[src/rtl/mem_access_ctrl.sv]
// MEM-stage load/store sequencer: one req/ack data-bus transaction per
// memory op, stalling the pipeline until the access completes.
module mem_access_ctrl (
    input  logic        clk,
    input  logic        rst,
    input  logic        op_valid,
    input  logic [3:0]  op_code,
    input  logic [31:0] addr,
    input  logic [31:0] store_data,
    input  logic [4:0]  dest_addr,
    output logic        bus_req,
    output logic        bus_we,
    output logic [31:0] bus_addr,
    output logic [3:0]  bus_sel,
    output logic [31:0] bus_wdata,
    input  logic        bus_ack,
    input  logic [31:0] bus_rdata,
    output logic        stall,
    output logic        done,
    output logic [31:0] load_data,
    output logic [4:0]  wb_dest_addr,
    output logic        wb_we,
    output logic        align_err
);

    localparam logic [1:0] SZ_B = 2'd0;
    localparam logic [1:0] SZ_H = 2'd1;
    localparam logic [1:0] SZ_W = 2'd2;

    typedef enum logic [1:0] {
        S_IDLE = 2'd0,
        S_REQ  = 2'd1,
        S_DONE = 2'd2
    } state_t;

    state_t      r_state;
    state_t      w_next;

    logic        w_is_mem;
    logic        w_is_load;
    logic        w_sext;
    logic [1:0]  w_sz;
    logic        w_misal;
    logic        w_accept;
    logic [3:0]  w_sel;
    logic [31:0] w_wdata;
    logic        w_stall;

    logic        r_is_load;
    logic        r_sext;
    logic [1:0]  r_sz;
    logic [1:0]  r_lane;
    logic [4:0]  r_dest;

    logic [7:0]  w_byte;
    logic [15:0] w_half;
    logic [31:0] w_ext;

    logic        r_bus_req;
    logic        r_bus_we;
    logic [31:0] r_bus_addr;
    logic [3:0]  r_bus_sel;
    logic [31:0] r_bus_wdata;
    logic        r_done;
    logic [31:0] r_load_data;
    logic [4:0]  r_wb_dest;
    logic        r_wb_we;
    logic        r_align_err;

    // Opcode decode; unknown codes behave as "none".
    always_comb begin
        w_is_mem  = 1'b0;
        w_is_load = 1'b0;
        w_sext    = 1'b0;
        w_sz      = SZ_W;
        case (op_code)
            4'd1: begin
                w_is_mem = 1'b1; w_is_load = 1'b1;
                w_sext = 1'b1; w_sz = SZ_B;
            end
            4'd2: begin
                w_is_mem = 1'b1; w_is_load = 1'b1;
                w_sz = SZ_B;
            end
            4'd3: begin
                w_is_mem = 1'b1; w_is_load = 1'b1;
                w_sext = 1'b1; w_sz = SZ_H;
            end
            4'd4: begin
                w_is_mem = 1'b1; w_is_load = 1'b1;
                w_sz = SZ_H;
            end
            4'd5: begin
                w_is_mem = 1'b1; w_is_load = 1'b1;
                w_sz = SZ_W;
            end
            4'd8: begin
                w_is_mem = 1'b1; w_sz = SZ_B;
            end
            4'd9: begin
                w_is_mem = 1'b1; w_sz = SZ_H;
            end
            4'd10: begin
                w_is_mem = 1'b1; w_sz = SZ_W;
            end
            default: begin
                w_is_mem = 1'b0;
            end
        endcase
    end

    assign w_accept = op_valid & w_is_mem;
    assign w_misal  = ((w_sz == SZ_H) & addr[0])
                    | ((w_sz == SZ_W) & (addr[1:0] != 2'b00));

    // Big-endian lane enables and store-data replication.
    always_comb begin
        w_sel   = 4'b1111;
        w_wdata = store_data;
        case (w_sz)
            SZ_B: begin
                w_sel   = 4'b1000 >> addr[1:0];
                w_wdata = {4{store_data[7:0]}};
            end
            SZ_H: begin
                w_sel   = addr[1] ? 4'b0011 : 4'b1100;
                w_wdata = {2{store_data[15:0]}};
            end
            default: begin
                w_sel   = 4'b1111;
                w_wdata = store_data;
            end
        endcase
    end

    // Lane extraction and extension of the returned word.
    always_comb begin
        w_byte = bus_rdata[31:24];
        case (r_lane)
            2'd0: w_byte = bus_rdata[31:24];
            2'd1: w_byte = bus_rdata[23:16];
            2'd2: w_byte = bus_rdata[15:8];
            default: w_byte = bus_rdata[7:0];
        endcase
        w_half = r_lane[1] ? bus_rdata[15:0] : bus_rdata[31:16];
        w_ext  = bus_rdata;
        case (r_sz)
            SZ_B: w_ext = {{24{r_sext & w_byte[7]}}, w_byte};
            SZ_H: w_ext = {{16{r_sext & w_half[15]}}, w_half};
            default: w_ext = bus_rdata;
        endcase
    end

    always_ff @(posedge clk) begin
        if (rst) begin
            r_state <= S_IDLE;
        end else begin
            r_state <= w_next;
        end
    end

    always_comb begin
        w_next = r_state;
        case (r_state)
            S_IDLE: begin
                if (w_accept) begin
                    w_next = w_misal ? S_DONE : S_REQ;
                end
            end
            S_REQ: begin
                if (bus_ack) begin
                    w_next = S_DONE;
                end
            end
            S_DONE: w_next = S_IDLE;
            default: w_next = S_IDLE;
        endcase
    end

    // Stall drops in DONE so the pipeline advances at the end of that cycle.
    always_comb begin
        w_stall = 1'b0;
        if (!rst && w_accept && (r_state != S_DONE)) begin
            w_stall = 1'b1;
        end
    end

    always_ff @(posedge clk) begin
        if (rst) begin
            r_is_load   <= 1'b0;
            r_sext      <= 1'b0;
            r_sz        <= SZ_W;
            r_lane      <= 2'b00;
            r_dest      <= 5'd0;
            r_bus_req   <= 1'b0;
            r_bus_we    <= 1'b0;
            r_bus_addr  <= 32'd0;
            r_bus_sel   <= 4'd0;
            r_bus_wdata <= 32'd0;
            r_done      <= 1'b0;
            r_load_data <= 32'd0;
            r_wb_dest   <= 5'd0;
            r_wb_we     <= 1'b0;
            r_align_err <= 1'b0;
        end else begin
            r_done      <= 1'b0;
            r_wb_we     <= 1'b0;
            r_align_err <= 1'b0;
            case (r_state)
                S_IDLE: begin
                    if (w_accept) begin
                        r_is_load <= w_is_load;
                        r_sext    <= w_sext;
                        r_sz      <= w_sz;
                        r_lane    <= addr[1:0];
                        r_dest    <= dest_addr;
                        if (w_misal) begin
                            r_done      <= 1'b1;
                            r_align_err <= 1'b1;
                        end else begin
                            r_bus_req   <= 1'b1;
                            r_bus_we    <= ~w_is_load;
                            r_bus_addr  <= {addr[31:2], 2'b00};
                            r_bus_sel   <= w_sel;
                            r_bus_wdata <= w_wdata;
                        end
                    end
                end
                S_REQ: begin
                    if (bus_ack) begin
                        r_bus_req <= 1'b0;
                        r_done    <= 1'b1;
                        if (r_is_load) begin
                            r_load_data <= w_ext;
                            r_wb_we     <= 1'b1;
                            r_wb_dest   <= r_dest;
                        end
                    end
                end
                default: begin
                    r_bus_req <= 1'b0;
                end
            endcase
        end
    end

    assign bus_req      = r_bus_req;
    assign bus_we       = r_bus_we;
    assign bus_addr     = r_bus_addr;
    assign bus_sel      = r_bus_sel;
    assign bus_wdata    = r_bus_wdata;
    assign stall        = w_stall;
    assign done         = r_done;
    assign load_data    = r_load_data;
    assign wb_dest_addr = r_wb_dest;
    assign wb_we        = r_wb_we;
    assign align_err    = r_align_err;

endmodule

[config.mk]
export PLATFORM = sky130hd
export DESIGN_NAME = mem_access_ctrl
export DESIGN_NICKNAME = d
export VERILOG_FILES = /design/src/rtl/mem_access_ctrl.sv
export SDC_FILE = /design/constraint.sdc
export NUM_CORES = 1
export LEC_CHECK = 0
export BUFFER_PORTS_ARGS = -buffer_cell sky130_fd_sc_hd__buf_2
export CAP_MARGIN = 40
export CORE_ASPECT_RATIO = 0.8
export CORE_MARGIN = 1
export CORE_UTILIZATION = 40
export CTS_CLUSTER_DIAMETER = 200
export DETAILED_ROUTE_END_ITERATION = 16
export PLACE_DENSITY = 0.74
export SETUP_SLACK_MARGIN = 0.05
export SYNTH_ARGS = -nofsm -noshare
export SYNTH_HDL_FRONTEND = slang
export SYNTH_SLANG_ARGS = --single-unit
[constraint.sdc]
create_clock -name clk -period 3.3 [get_ports clk]
set_clock_uncertainty 0.2 [all_clocks]
set_input_delay 0.165 -clock clk [delete_from_list [all_inputs] [get_ports clk]]
set_output_delay 0.165 -clock clk [all_outputs]
set_load 0.02 [all_outputs]
==> results.py <==
metrics = {
    "run_status": {
        "status": "completed",
    },
    "final_layout": {
        "mostFrequentLayoutCells": "buf_2 (217), nand2_1 (125), dfxtp_1 (121)",
        "drive_gt1_share_pct": 29.47,
        "nNetsFinal": 1141,
        "fin_area_sq_um": 8971,
        "layout_commonest_cell": "buf_2",
        "fillers": 1339,
        "syn_to_final_growth_pct": 41.67,
    },
    "worst_setup_path": {
        "end_kind": "register",
        "worstSetupPathType": "in -> reg",
        "crit_path_start_kind": "input pin",
        "cp.arrival_ns": 2.85,
        "path_max_fanout": 15,
        "critPathRequiredTime_ns": 3.41,
    },
    "placement": {
        "placed_area_sq_um": 7517,
        "dp_hpwl_mm": 13.51,
        "gp_congestion": 0.8459,
        "port_buffers": 217,
    },
    "synthesis": {
        "synth-async-reset-ratio_pct": 0,
        "syn_area_per_cell_sq_um": 8.409,
        "syn_inst": 753,
        "ys.warnings.count": 0,
        "ys_top_cells_by_area": "dfxtp_1 (38%), mux2i_1 (11%), nand2_1 (7.4%)",
        "ys_seq_area_share_pct": 38.25,
        "yosys.area.top_type_share_pct": 38.25,
        "syn_area_sq_um": 6332,
        "ys_ff_latch": 121,
        "yosys.area.top_type": "dfxtp_1",
        "netlist-cell-type-count": 57,
        "synth_edf_count": 0,
        "ys.flop_type": "dfxtp_1",
    },
    "floorplanning": {
        "io_pins": 220,
        "die-area_sq_um": 16340,
        "die_h_um": 114.5,
        "core_sq_um": 15210,
        "die_w_um": 142.7,
        "num_rows": 40,
        "initial_utilization_pct": 41.62,
    },
    "timing": {
        "slew_viol_final": 0,
        "max_freq_mhz": 364.9,
        "fin_crit_sh_pct": 83.03,
        "final_hold_viol_count": 0,
        "relSlewSlack_pct": 41.32,
        "finalSetupTns_ns": 0,
        "fin_crit_ns": 2.740,
        "rsz0062_at_grt": "no",
        "finalSetupViolCount": 0,
        "worst_pin_slew_ns": 0.8802,
    },
    "routing": {
        "ant_nets": 0,
        "num_vias": 6760,
        "avgRoutedWirePerCell_um": 16.42,
        "drc": 0,
        "totalWireLength_mm": 20.62,
        "avgViaCountPerCell": 5.382,
        "drt_pass1_iterations": 5,
        "drt-initial-drc-count": 672,
    },
    "clock_tree": {
        "worstSkewPairLatency_ns": 0.41,
        "cts_buffer_depth": 2,
        "path_clk_slew_ns": 0.06,
        "cts.repair.resized": 0,
        "cts_sinks": 121,
        "cts_tree": "done",
        "cts_buffers": 17,
        "cts_root_buf": "clkbuf_16",
        "htreeDepth": 4,
    },
    "grt": {
        "grt_start_max_net_pins": 79,
        "grt_pass1_vias": 6236,
        "groute.usage.overall_pct": 24.92,
        "grt_pass1_wl_mm": 31.76,
        "antenna_found_initial": 0,
        "overflow": 0,
    },
    "power": {
        "p_leak_nw": 4.019,
        "power.density_nw_per_um2": 440.6,
        "power_mw": 3.953,
        "irDropWorstVdd_uv": 396.1,
    },
    "run": {
        "max-cap-violations": 0,
    },
    "hold_path": {
        "hold_path.class": "in -> reg",
    },
}
flip-flops by register name, indices dropped and copies added, names as in the netlist:
name and count:
bus_req 1, wb_dest_addr 5, bus_we 1, bus_sel 4
bus_wdata 32, r_is_load 1, r_lane 2, r_sext 1
bus_addr 30, wb_we 1, r_dest 5, done 1
r_state 2, r_sz 2, align_err 1, load_data 32
metrics by stage:
stage	hold slack (ns)	instances	setup slack, ns	utilization (%)
5_1_grt	0.03718	1255	0.4892	58.95
3_3_place_gp	0.2056	1131	0.6838	49.36
2_1_floorplan	0.07315	754	1.200	-
4_1_cts	0.002889	1255	0.6004	58.95
6_report	0.03000	1256	0.5599	58.96
3_5_place_dp	0.2160	1132	0.5850	49.41
path summary, 6_finish.rpt:
path | cells after the start | slack [ns] | end | from
max | 6 | 0.56 | bus_sel[2] | op_valid
min | 4 | 0.03 | bus_wdata[28] | store_data[28]
max reg2reg | 4 | 0.60 | bus_sel[2] | r_state[0]
min reg2reg | 2 | 0.25 | wb_dest_addr[1] | wb_dest_addr[1]
final cells by class:
type                            instances  area [sq um]  share of cell area (%)
Multi-Input combinational cell        539          3493                   38.94
Sequential cell                       121          2422                   27.00
Timing Repair Buffer                  327          2152                   23.99
Clock buffer                           19         442.9                   4.937
Tap cell                              210         262.8                   2.929
Clock inverter                         13         97.59                   1.088
Inverter                               26         97.59                   1.088
Antenna cell                            1         2.502                 0.02789
per-layer routing:
layer	vias to the layer above	GRT usage [%]	part of all wire, %
met5	-	0	0
met3	60	6.817	8.3
met1	3103	32.70	45
met4	0	12.04	3.5
li1	3255	-	-
met2	342	37.71	43
kinds of logic after synthesis:
kind of cell,Yosys count,synth area share (%)
compound gates,182,21.52
xor+xnor,2,0.2767
fa+ha+maj,1,0.1581
buf+inv,94,6.856
flops,121,38.25
mux,76,12.19
other cells,1,0.05922
simple gates,276,20.69
critical path, cell delays in order:
cell	delay [ns]
dlygate4sd3_1	0.53
buf_2	0.12
or3b_1	0.34
or4_2	0.78
a21o_1	0.51
a221oi_1	0.40
where the power goes:
group          internal [mW]  total (mW)  leakage [nW]  switching [mW]
clock                  0.981        1.69         0.244           0.711
combinational          0.312       0.709          2.79           0.398
sequential              1.52        1.55         0.981          0.0325
Yosys cell counts, types with 7 or more instances:
cell and n:
a211oi_1 42, a21oi_1 42, a222oi_1 8, a22oi_1 7, a32oi_1 8, and3_1 8
buf_1 8, buf_2 11, clkbuf_1 38, dfxtp_1 121, inv_1 25, mux2_2 9
mux2i_1 67, nand2_1 125, nand3_1 21, nor2_1 46, nor2b_1 26, nor3_1 11
nor4_1 10, o211a_1 8, o211ai_1 7, o211ai_2 10, o21ai_0 16, o31ai_1 9
or3b_2 7
timing repair:
item	in CTS	in global routing
setup buffers	0	0
hold buffers	91	0
hold endpoints to repair	96	0
(Power assumes the default switching activity.)
